===== src/rtl/sdram_init_refresh_ctrl_if.sv =====
// Host/sequencer signal bundle for sdram_init_refresh_ctrl.
// The master side drives commands and acknowledges; the slave side is the controller.
interface sdram_init_refresh_ctrl_if #(
    parameter int ASIZE  = 23,
    parameter int DEBT_W = 3
);
    logic [2:0]        CMD;
    logic [ASIZE-1:0]  ADDR;
    logic              CM_ACK;
    logic              REF_ACK;
    logic              REINIT;
    logic              NOP;
    logic              READA;
    logic              WRITEA;
    logic [ASIZE-1:0]  SADDR;
    logic              CMD_ACK;
    logic              INIT_REQ;
    logic              PRECHARGE;
    logic              REFRESH;
    logic              LOAD_MODE;
    logic [ASIZE-1:0]  MODE_WORD;
    logic              INIT_DONE;
    logic              REF_REQ;
    logic              REF_URGENT;
    logic [DEBT_W-1:0] REF_DEBT;
    logic              REF_OVF;

    modport master (
        output CMD, ADDR, CM_ACK, REF_ACK, REINIT,
        input  NOP, READA, WRITEA, SADDR, CMD_ACK, INIT_REQ, PRECHARGE, REFRESH,
               LOAD_MODE, MODE_WORD, INIT_DONE, REF_REQ, REF_URGENT, REF_DEBT, REF_OVF
    );

    modport slave (
        input  CMD, ADDR, CM_ACK, REF_ACK, REINIT,
        output NOP, READA, WRITEA, SADDR, CMD_ACK, INIT_REQ, PRECHARGE, REFRESH,
               LOAD_MODE, MODE_WORD, INIT_DONE, REF_REQ, REF_URGENT, REF_DEBT, REF_OVF
    );
endinterface


===== src/rtl/sdram_init_refresh_ctrl.sv =====
// SDRAM front-end: host command decode, power-up init sequencer and
// fixed-rate refresh scheduler with bounded postponed-refresh debt.
module sdram_init_refresh_ctrl #(
    parameter int ASIZE        = 23,
    parameter int CNT_W        = 16,
    parameter int INIT_PER     = 24000,
    parameter int INIT_GAP     = 20,
    parameter int INIT_REFS    = 8,
    parameter int REF_PER      = 1024,
    parameter int REF_DEBT_MAX = 4,
    parameter int SC_CL        = 3,
    parameter int SC_BL        = 1,
    parameter int SC_PM        = 1
) (
    input logic                    CLK,
    input logic                    RESET_N,
    sdram_init_refresh_ctrl_if.slave bus
);
    localparam int DEBT_W = $clog2(REF_DEBT_MAX + 1);
    localparam int RC_W   = (INIT_REFS > 1) ? $clog2(INIT_REFS) : 1;

    localparam logic [CNT_W-1:0]  INIT_PER_C = CNT_W'(INIT_PER);
    localparam logic [CNT_W-1:0]  GAP_C      = CNT_W'(INIT_GAP);
    localparam logic [CNT_W-1:0]  T_PRE      = CNT_W'(INIT_PER + INIT_GAP);
    localparam logic [CNT_W-1:0]  REF_LOAD   = CNT_W'(REF_PER - 1);
    localparam logic [RC_W-1:0]   REFS_LAST  = RC_W'(INIT_REFS - 1);
    localparam logic [DEBT_W-1:0] DEBT_MAX_C = DEBT_W'(REF_DEBT_MAX);

    localparam logic [2:0] BL_CODE = (SC_PM == 1) ? 3'b111 :
                                     (SC_BL == 8) ? 3'b011 :
                                     (SC_BL == 4) ? 3'b010 :
                                     (SC_BL == 2) ? 3'b001 : 3'b000;
    localparam logic [2:0] CL_CODE = (SC_CL == 2) ? 3'b010 : 3'b011;

    typedef enum logic [2:0] {S_WAIT, S_PRE, S_REF, S_LMR, S_DONE} state_t;

    state_t            state;
    logic [CNT_W-1:0]  ic;
    logic [CNT_W-1:0]  ic_next;
    logic [CNT_W-1:0]  tgt;
    logic [RC_W-1:0]   rc;
    logic [CNT_W-1:0]  timer;
    logic [DEBT_W-1:0] debt;
    logic              tick;

    assign ic_next = ic + CNT_W'(1);
    assign tick    = bus.INIT_DONE && (timer == '0);

    assign bus.MODE_WORD  = {{(ASIZE-7){1'b0}}, CL_CODE, 1'b0, BL_CODE};
    assign bus.REF_DEBT   = debt;
    assign bus.REF_REQ    = (debt != '0);
    assign bus.REF_URGENT = (debt == DEBT_MAX_C);

    always_ff @(posedge CLK or negedge RESET_N) begin
        if (!RESET_N) begin
            bus.SADDR   <= '0;
            bus.NOP     <= 1'b0;
            bus.READA   <= 1'b0;
            bus.WRITEA  <= 1'b0;
            bus.CMD_ACK <= 1'b0;
        end else begin
            bus.SADDR   <= bus.ADDR;
            bus.NOP     <= (bus.CMD == 3'b000);
            bus.READA   <= (bus.CMD == 3'b001) && bus.INIT_DONE;
            bus.WRITEA  <= (bus.CMD == 3'b010) && bus.INIT_DONE;
            bus.CMD_ACK <= bus.CM_ACK && !bus.CMD_ACK;
        end
    end

    // tgt holds the ic value of the next init command, advanced by INIT_GAP
    // per command so no multiplier is needed.
    always_ff @(posedge CLK or negedge RESET_N) begin
        if (!RESET_N) begin
            state         <= S_WAIT;
            ic            <= '0;
            tgt           <= '0;
            rc            <= '0;
            bus.INIT_REQ  <= 1'b0;
            bus.PRECHARGE <= 1'b0;
            bus.REFRESH   <= 1'b0;
            bus.LOAD_MODE <= 1'b0;
            bus.INIT_DONE <= 1'b0;
        end else if (bus.REINIT) begin
            state         <= S_WAIT;
            ic            <= '0;
            tgt           <= '0;
            rc            <= '0;
            bus.INIT_REQ  <= 1'b0;
            bus.PRECHARGE <= 1'b0;
            bus.REFRESH   <= 1'b0;
            bus.LOAD_MODE <= 1'b0;
            bus.INIT_DONE <= 1'b0;
        end else begin
            bus.PRECHARGE <= 1'b0;
            bus.REFRESH   <= 1'b0;
            bus.LOAD_MODE <= 1'b0;
            bus.INIT_REQ  <= (state == S_WAIT) && (ic < INIT_PER_C);
            if (state != S_DONE) ic <= ic_next;
            case (state)
                S_WAIT: if (ic_next == INIT_PER_C) state <= S_PRE;
                S_PRE: begin
                    if (ic_next == T_PRE) begin
                        bus.PRECHARGE <= 1'b1;
                        tgt           <= T_PRE + GAP_C;
                        state         <= S_REF;
                    end
                end
                S_REF: begin
                    if (ic_next == tgt) begin
                        bus.REFRESH <= 1'b1;
                        tgt         <= tgt + GAP_C;
                        if (rc == REFS_LAST) state <= S_LMR;
                        else                 rc    <= rc + RC_W'(1);
                    end
                end
                S_LMR: begin
                    if (ic_next == tgt) begin
                        bus.LOAD_MODE <= 1'b1;
                        state         <= S_DONE;
                    end
                end
                S_DONE:  bus.INIT_DONE <= 1'b1;
                default: state <= S_WAIT;
            endcase
        end
    end

    always_ff @(posedge CLK or negedge RESET_N) begin
        if (!RESET_N) begin
            timer       <= '0;
            debt        <= '0;
            bus.REF_OVF <= 1'b0;
        end else if (bus.REINIT) begin
            timer <= '0;
            debt  <= '0;
        end else begin
            if (!bus.INIT_DONE) begin
                if (state == S_DONE) timer <= REF_LOAD;
            end else if (tick) begin
                timer <= REF_LOAD;
            end else begin
                timer <= timer - CNT_W'(1);
            end
            if (tick && !bus.REF_ACK) begin
                if (debt == DEBT_MAX_C) bus.REF_OVF <= 1'b1;
                else                    debt        <= debt + DEBT_W'(1);
            end else if (bus.REF_ACK && !tick && (debt != '0)) begin
                debt <= debt - DEBT_W'(1);
            end
        end
    end
endmodule


===== src/flat_wrapper.sv =====
// flat-port wrapper written by rule: the top's interface ports become plain ports
module sdram_init_refresh_ctrl_flat 
#(
    parameter int ASIZE        = 23,
    parameter int CNT_W        = 16,
    parameter int INIT_PER     = 24000,
    parameter int INIT_GAP     = 20,
    parameter int INIT_REFS    = 8,
    parameter int REF_PER      = 1024,
    parameter int REF_DEBT_MAX = 4,
    parameter int SC_CL        = 3,
    parameter int SC_BL        = 1,
    parameter int SC_PM        = 1
)
  (CLK, RESET_N, bus_CMD, bus_ADDR, bus_CM_ACK, bus_REF_ACK, bus_REINIT, bus_NOP, bus_READA, bus_WRITEA, bus_SADDR, bus_CMD_ACK, bus_INIT_REQ, bus_PRECHARGE, bus_REFRESH, bus_LOAD_MODE, bus_MODE_WORD, bus_INIT_DONE, bus_REF_REQ, bus_REF_URGENT, bus_REF_DEBT, bus_REF_OVF);
  sdram_init_refresh_ctrl_if #(.ASIZE(ASIZE), .DEBT_W(($clog2(REF_DEBT_MAX + 1)))) bus_i ();
  input logic CLK;
  input logic RESET_N;
  input wire logic [$bits(bus_i.CMD)-1:0] bus_CMD;
  input wire logic [$bits(bus_i.ADDR)-1:0] bus_ADDR;
  input wire logic [$bits(bus_i.CM_ACK)-1:0] bus_CM_ACK;
  input wire logic [$bits(bus_i.REF_ACK)-1:0] bus_REF_ACK;
  input wire logic [$bits(bus_i.REINIT)-1:0] bus_REINIT;
  output wire logic [$bits(bus_i.NOP)-1:0] bus_NOP;
  output wire logic [$bits(bus_i.READA)-1:0] bus_READA;
  output wire logic [$bits(bus_i.WRITEA)-1:0] bus_WRITEA;
  output wire logic [$bits(bus_i.SADDR)-1:0] bus_SADDR;
  output wire logic [$bits(bus_i.CMD_ACK)-1:0] bus_CMD_ACK;
  output wire logic [$bits(bus_i.INIT_REQ)-1:0] bus_INIT_REQ;
  output wire logic [$bits(bus_i.PRECHARGE)-1:0] bus_PRECHARGE;
  output wire logic [$bits(bus_i.REFRESH)-1:0] bus_REFRESH;
  output wire logic [$bits(bus_i.LOAD_MODE)-1:0] bus_LOAD_MODE;
  output wire logic [$bits(bus_i.MODE_WORD)-1:0] bus_MODE_WORD;
  output wire logic [$bits(bus_i.INIT_DONE)-1:0] bus_INIT_DONE;
  output wire logic [$bits(bus_i.REF_REQ)-1:0] bus_REF_REQ;
  output wire logic [$bits(bus_i.REF_URGENT)-1:0] bus_REF_URGENT;
  output wire logic [$bits(bus_i.REF_DEBT)-1:0] bus_REF_DEBT;
  output wire logic [$bits(bus_i.REF_OVF)-1:0] bus_REF_OVF;
  assign bus_i.CMD = bus_CMD;
  assign bus_i.ADDR = bus_ADDR;
  assign bus_i.CM_ACK = bus_CM_ACK;
  assign bus_i.REF_ACK = bus_REF_ACK;
  assign bus_i.REINIT = bus_REINIT;
  assign bus_NOP = bus_i.NOP;
  assign bus_READA = bus_i.READA;
  assign bus_WRITEA = bus_i.WRITEA;
  assign bus_SADDR = bus_i.SADDR;
  assign bus_CMD_ACK = bus_i.CMD_ACK;
  assign bus_INIT_REQ = bus_i.INIT_REQ;
  assign bus_PRECHARGE = bus_i.PRECHARGE;
  assign bus_REFRESH = bus_i.REFRESH;
  assign bus_LOAD_MODE = bus_i.LOAD_MODE;
  assign bus_MODE_WORD = bus_i.MODE_WORD;
  assign bus_INIT_DONE = bus_i.INIT_DONE;
  assign bus_REF_REQ = bus_i.REF_REQ;
  assign bus_REF_URGENT = bus_i.REF_URGENT;
  assign bus_REF_DEBT = bus_i.REF_DEBT;
  assign bus_REF_OVF = bus_i.REF_OVF;
  sdram_init_refresh_ctrl #(.ASIZE(ASIZE), .CNT_W(CNT_W), .INIT_PER(INIT_PER), .INIT_GAP(INIT_GAP), .INIT_REFS(INIT_REFS), .REF_PER(REF_PER), .REF_DEBT_MAX(REF_DEBT_MAX), .SC_CL(SC_CL), .SC_BL(SC_BL), .SC_PM(SC_PM)) u_core (.CLK(CLK), .RESET_N(RESET_N), .bus(bus_i));
endmodule

===== config.mk =====
export PLATFORM = sky130hd
export DESIGN_NAME = sdram_init_refresh_ctrl_flat
export DESIGN_NICKNAME = d
export VERILOG_FILES = /design/src/rtl/sdram_init_refresh_ctrl_if.sv /design/src/rtl/sdram_init_refresh_ctrl.sv /design/src/flat_wrapper.sv
export SDC_FILE = /design/constraint.sdc
export NUM_CORES = 1
export LEC_CHECK = 0
export CORE_MARGIN = 1.5
export CORE_UTILIZATION = 45
export CTS_CLUSTER_SIZE = 14
export DETAILED_ROUTE_END_ITERATION = 12
export PLACE_DENSITY = 0.71
export SETUP_SLACK_MARGIN = 0.3
export SYNTH_ARGS = -nofsm -noshare
export SYNTH_HDL_FRONTEND = slang
export SYNTH_SLANG_ARGS = --single-unit

===== constraint.sdc =====
create_clock -name CLK -period 6.3 [get_ports CLK]
set_input_delay 0.945 -clock CLK [delete_from_list [all_inputs] [get_ports CLK]]
set_output_delay 0.945 -clock CLK [all_outputs]
set_load 0.1 [all_outputs]

* Word level (Yosys, flattened, before mapping)
Cells that the tools add are included.
** Storage, ports and cells
- Flip-flop bits (word level) :: 90
- Bits of input ports :: 31
- Output and inout port bits :: 61
- Logic and storage cells :: 108
** Operators by class
- $add $sub $neg :: 6
- Order comparisons :: 1
- Eq/ne operators :: 20
- Mux-type cells :: 36
- Bitwise operators :: 1
- Reductions and logical operators :: 27
** Operators by type and width (count)
- 16-bit 2-to-1 mux :: 9
- 3-bit 2-to-1 mux :: 14
- 16-bit by 15-bit equality test with 1-bit output, second input constant :: 2
- 16-bit one-hot mux with 2 select lines :: 1
- 16-bit by 1-bit adder with 16-bit output, second input constant :: 1
- 16-bit by 5-bit adder with 16-bit output, second input constant :: 1
- 16-bit equality test :: 1
- 16-bit zero test :: 1
- 16-bit by 15-bit < comparator with 1-bit output, second input constant :: 1
- 16-bit by 1-bit subtractor with 16-bit output, second input constant :: 1
- 3-bit one-hot mux with 5 select lines :: 1
- 3-bit by 2-bit inequality test with 1-bit output, second input constant :: 4
- 3-bit nonzero test :: 4
- 1-bit 2-to-1 mux :: 11
- 3-bit by 2-bit equality test with 1-bit output, second input constant :: 3
- 3-bit equality test, second input constant :: 3
- 3-bit inequality test, second input constant :: 3
- 3-bit AND reduction :: 3
- 1-bit logical AND :: 8
- 2-bit nonzero test :: 4
- 3-bit by 1-bit adder with 3-bit output, second input constant :: 2
- 3-bit by 1-bit equality test with 1-bit output, second input constant :: 2
- 3-bit zero test :: 2
- 6-bit AND reduction :: 1
- 5 further kinds :: 8

* Longest topological paths before layout
- Depth in word-level cells :: 8
- Gate-level depth with buffers :: 12
- Mapped depth without buffers :: 10

* Worst setup path after synthesis
OpenSTA, ideal clock, no wires.
- Path type :: register to output
- Start :: register u_core.debt[2], in the netlist u_core.bus.REF_DEBT[2]
- End :: output port bus_REF_URGENT
- Data arrival time :: 1893 ps
- Setup slack :: 3462 ps
- Stages on the path, launching flop included :: 2
- Cells stage by stage :: dfrtp_1 -> and3_1
** On the way
- Cells in the longest elaborated chain, start to end :: 1
** Ends and longest elaborated chain
- from (decl) :: RTL line sdram_init_refresh_ctrl.sv:43 : logic [DEBT_W-1:0] debt;
- from (signal assigned) :: RTL line sdram_init_refresh_ctrl.sv:146 : else debt <= debt + DEBT_W'(1);
- from (signal assigned) :: RTL line sdram_init_refresh_ctrl.sv:148 : debt <= debt - DEBT_W'(1);
- 3-bit equality test :: RTL line sdram_init_refresh_ctrl.sv:52 : assign bus.REF_URGENT = (debt == DEBT_MAX_C);
- to (decl) :: RTL line flat_wrapper.sv:36 : output wire logic [$bits(bus_i.REF_URGENT)-1:0] bus_REF_URGENT;
Every way passes these cells.

* Worst setup path after layout
- Start :: register u_core.ic[3]
- End :: register u_core.rc[0]
** On the way
- Cells in the longest elaborated chain, start to end :: 4
** Ends and longest elaborated chain
- from (decl) :: RTL line sdram_init_refresh_ctrl.sv:38 : logic [CNT_W-1:0] ic;
- from (signal assigned) :: RTL line sdram_init_refresh_ctrl.sv:98 : if (state != S_DONE) ic <= ic_next;
- 16-bit by 1-bit adder with 16-bit output :: RTL line sdram_init_refresh_ctrl.sv:46 : assign ic_next = ic + CNT_W'(1);
- 16-bit equality test :: RTL line sdram_init_refresh_ctrl.sv:109 : if (ic_next == tgt) begin
- 2-bit nonzero test (no line)
- 3-bit AND reduction (no line)
- to (signal assigned) :: RTL line sdram_init_refresh_ctrl.sv:113 : else rc <= rc + RC_W'(1);
- to (decl) :: RTL line sdram_init_refresh_ctrl.sv:41 : logic [RC_W-1:0] rc;
Every way passes these cells.
A chain may end at the register's enable or synchronous reset.

==> results <==
- The residual antenna-violating net count after detailed routing is 0.
- STA classifies the critical path startpoint as a flip-flop.
- The routed design has 11200 um of wire.
- During placement, the flow inserted port buffers numbering 68.
- In the final timing run, aggregate negative setup slack is 0 ns.
- On the critical path, the stage with the largest delay is an instance of sky130_fd_sc_hd__or4_4.
- The run finished with clean final reports.
- The library cells used most frequently in the layout, excluding fill and tap cells, are sky130_fd_sc_hd__dfrtp_1, sky130_fd_sc_hd__clkdlybuf4s50_1, sky130_fd_sc_hd__nand2_1, sky130_fd_sc_hd__nor2_1, sky130_fd_sc_hd__o21ai_0.
- Dividing the detail-routed via count by the number of cells gives 5.64.
- The kind of cell with the highest combined delay on the critical path is simple AND/OR/NAND/NOR gates.
- OpenSTA, run right after detailed placement, puts the worst setup slack at 2.82 ns.
- IR analysis of the VDD net gives a maximum drop of 0.322 mV.
- Clock-pin slew was measured on the worst setup and hold paths at 0.09 ns.
- The die outline area is 11500 um2.
- The number of sinks handled by clock tree synthesis is 88.
- The H-tree depth is 3.
- The count of cells along the worst register-to-register path is 8.
- The number of distinct library cells after synthesis is 74.
- The actual slew at the worst max-slew pin is 0.997 ns.
- For this run, the number of Yosys warnings is 0.
- The signal on the critical path passes through nand4_1 -> or4_4 -> nor3_1 -> o21ai_1 -> nor4b_4 -> nand3_2 -> or3_1 -> a21oi_1.
- The worst register-to-register path ends at u_core.rc[0]$_DFFE_PN0P_.
- The average instance in the mapped netlist occupies 9.50 um2.
- The routability congestion estimate from global placement is 0.941.
- Across all hold checks on the routed design, the worst slack comes to 0.440 ns.
- The wire length of the first global-routing pass is 18800 um.
- The count of buffering cells on the critical path with inverters included is 0.
- The average wire length per cell after detail routing is 16.0 um.
- The number of antenna violations at the first check in global routing is 0.
- The count of standard-cell rows is 37.
- After floorplanning, the core was sized to cover 10400 um2.
- The worst hold-check path type is flip-flop to flip-flop.
- The source-to-sink clock delay at the later pin of the worst-skew pair is 0.36 ns.
- The worst hold path begins at u_core.bus.CMD_ACK$_DFF_PN0_.
- Counting flops with an async set or reset pin after synthesis yields a share of 100%.
- The final hold violation count was 0.
- The critical path endpoint category is a flip-flop.
- The portion of synthesized cell area occupied by the leading cell type is 45.1%.
- Sequential cells were found to cover 45.1% of the synthesized design area.
- The mapped netlist covers 4880 um2.
- Yosys attributes the largest share of cell area to sky130_fd_sc_hd__dfrtp_1, sky130_fd_sc_hd__buf_4, sky130_fd_sc_hd__nand2_1, sky130_fd_sc_hd__xnor2_1, sky130_fd_sc_hd__o21ai_0.
- Once the clock tree was built, the resizer swapped 0 gates to a different size.
- The path type of the worst setup path is flip-flop to flip-flop.
- Summed over all cells, the static leakage comes to 2.33 nW.
- sky130_fd_sc_hd__dfrtp_1 takes more of the synthesized area than any other cell.
- The register-to-register setup slack is 2.75 ns.
- The iteration count of the initial detailed-routing pass is 4.
- For this run, the slowest stage of the critical path takes 0.67 ns.
- The count of placed standard cells including taps is 689.
- Setup slack on the critical path of the routed design comes to 2.75 ns.
- The HPWL after detailed placement is 7930 um.
- The startpoint identified for the worst register-to-register timing path is u_core.ic[3]$_DFFE_PN0N_.
- The max-cap check violation count is 0.
- The die is 107 um tall.
- The starting density of the core is 46.9%.
- The via total after detailed routing is 3973.
- The count of nets after finishing is 602.
- Entering global routing, the biggest net connects 61 pins.
- For this run, the leading register cell type out of synthesis is sky130_fd_sc_hd__dfrtp_1.
- The peak clock frequency supported by timing is 281 MHz.
- The hold-fix buffer count after cts is 0.
- The clock passes through at most 2 buffers.
- The floorplan die width is 107 um.
- Of the available clock period, the critical path in the final layout requires 56.4%.
- In the routed design, unresolved DRC markers number 0.
- Setup repair after global routing left no endpoint under its margin.
- The total of endpoints with negative setup slack in the final report is 0.
- Between clock sinks in the finished design, the worst skew comes to 0.0117 ns.
- In the final layout, the share of cells above drive strength 1 is 7.03%.
- The remaining max-slew budget at the tightest pin is 33.3%.
- The starting DRC count in detailed routing is 332.
- The number of cells produced by synthesis is 514.
- The time the worst path needs with I/O delays and setup is 3.55 ns.
- STA puts the critical path data arrival time at 3.84 ns.
- The worst min-delay path endpoint is u_core.bus.CMD_ACK$_DFF_PN0_.
- The most common cell after layout, fill and taps aside is sky130_fd_sc_hd__dfrtp_1.
- The repair_antennas step left the layout with diodes totalling 0.
- The final max-slew violation count is 0.
- The number of setup buffers added after CTS is 0.
- In this run the worst path has a maximum fanout of 13.
- The power density of the placed cells is 230 nW/um2.
- The required time reported for the critical path endpoint is 6.59 ns.
- Across every metal layer, demand over resource in global routing totals 20.8%.
- The final instance count without filler cells is 705.
- The via count of the first global-routing pass is 3873.
- The number of stages on the worst hold path is 1.
- The number of buffers added by the clock tree synthesis step is 9.
- The total overflow left after global routing is 0.
- The number of enable flip-flop cells after synthesis is 0.
- The synthesis-to-finish area growth is 15.8%.
- TritonCTS built the clock tree.
- In this run the clock root is driven by a sky130_fd_sc_hd__clkbuf_8.
- 92 I/O pins were placed.
- The number of storage elements in the synthesis netlist is 88.
[metal layers]
layer / GRT usage (%) / vias to the layer above / routed length (um)
li1: - / 1920 / -
met5: 0 / - / 0
met1: 27.3 / 1927 / 4910
met2: 33.6 / 104 / 5530
met3: 3.83 / 22 / 499
met4: 9.24 / 0 / 308
[logic make-up (layout without fill, tap and decap cells)]
| kind of cell | count (synthesis) | after routing | synth area share [%] |
|---|---|---|---|
| buffers and inverters | 67 | 101 | 8.00 |
| AOI/OAI and AO/OA | 127 | 127 | 17.5 |
| and+or+nand+nor | 192 | 192 | 21.7 |
| other | 2 | 23 | 0.154 |
| muxes | 1 | 1 | 0.205 |
| adders and majority gates | 7 | 7 | 1.95 |
| DFF | 88 | 88 | 45.1 |
| xor gates and xnor gates | 30 | 30 | 5.38 |
[how the worst max path moves through the flow]
stage / startpoint / to / cells after the start
floorplan: u_core.bus.REF_DEBT[2]$_DFFE_PN0P_ / bus_REF_URGENT / 1
detailed placement: u_core.ic[3]$_DFFE_PN0N_ / u_core.rc[0]$_DFFE_PN0P_ / 8
global route: u_core.ic[2]$_DFFE_PN0N_ / u_core.rc[0]$_DFFE_PN0P_ / 8
CTS: u_core.ic[3]$_DFFE_PN0N_ / u_core.rc[0]$_DFFE_PN0P_ / 8
global placement: u_core.ic[0]$_DFFE_PN0N_ / u_core.rc[0]$_DFFE_PN0P_ / 9
finish: u_core.ic[3]$_DFFE_PN0N_ / u_core.rc[0]$_DFFE_PN0P_ / 8
[final cells by class]
cell class,count,area (um2)
clock buffer,11,131
clock inverter,5,33.8
fill,953,4760
inverter,15,56.3
multi-input combinational,380,2370
sequential,88,2200
tap,136,170
timing repair buffer,70,693
[sequential cells by signal, indices dropped and copies added (netlist names)]
signal                flops
u_core.bus.SADDR         23
u_core.bus.CMD_ACK        1
u_core.bus.REFRESH        1
u_core.state              3
u_core.bus.REF_OVF        1
u_core.bus.LOAD_MODE      1
u_core.bus.INIT_DONE      1
u_core.tgt               14
u_core.bus.WRITEA         1
u_core.bus.PRECHARGE      1
u_core.bus.REF_DEBT       3
u_core.ic                16
u_core.timer             16
u_core.rc                 3
u_core.bus.NOP            1
u_core.bus.READA          1
u_core.bus.INIT_REQ       1
[report_power, final]
part / internal (W) / switching [W]
clock network: 0.000143 / 0.000206
logic: 0.0000741 / 0.000282
registers: 0.000582 / 0.0000154
total: 0.000799 / 0.000503
[Yosys cell counts, types with 3 or more instances]
master / n
sky130_fd_sc_hd__a211o_1: 6
sky130_fd_sc_hd__a211oi_1: 6
sky130_fd_sc_hd__a21oi_1: 26
sky130_fd_sc_hd__a311oi_1: 7
sky130_fd_sc_hd__a31oi_1: 9
sky130_fd_sc_hd__and3_1: 6
sky130_fd_sc_hd__and3_2: 3
sky130_fd_sc_hd__buf_2: 4
sky130_fd_sc_hd__buf_4: 30
sky130_fd_sc_hd__clkbuf_1: 14
sky130_fd_sc_hd__dfrtp_1: 88
sky130_fd_sc_hd__ha_1: 6
sky130_fd_sc_hd__inv_1: 15
sky130_fd_sc_hd__nand2_1: 41
sky130_fd_sc_hd__nand2b_1: 3
sky130_fd_sc_hd__nand3_1: 16
sky130_fd_sc_hd__nand3b_1: 4
sky130_fd_sc_hd__nand4_1: 11
sky130_fd_sc_hd__nor2_1: 37
sky130_fd_sc_hd__nor2b_1: 5
sky130_fd_sc_hd__nor3_1: 18
sky130_fd_sc_hd__nor3b_1: 3
sky130_fd_sc_hd__nor4_1: 5
sky130_fd_sc_hd__o211ai_1: 5
sky130_fd_sc_hd__o21ai_0: 29
sky130_fd_sc_hd__o21ai_1: 5
sky130_fd_sc_hd__o22ai_1: 6
sky130_fd_sc_hd__o311ai_0: 4
sky130_fd_sc_hd__or2_2: 3
sky130_fd_sc_hd__or3_1: 16
sky130_fd_sc_hd__xnor2_1: 17
sky130_fd_sc_hd__xor2_1: 13
[worst reg2reg max path: cells and delay by family (launching register included)]
kind,cells,cell delay [ns]
DFF,1,0.61
AOI/OAI and AO/OA,2,0.30
and+or+nand+nor,6,2.60
[metrics by stage]
stage                     power (W)  cell area [um2]  utilization (%)
after floorplan            0.000890             4960                -
after global placement     0.000963             5490             52.7
after detailed placement   0.000966             5490             52.7
after CTS                   0.00132             5660             54.3
after global routing        0.00136             5660             54.3
final                       0.00130             5660             54.3
Note: power is estimated with default switching activity, not from simulation.
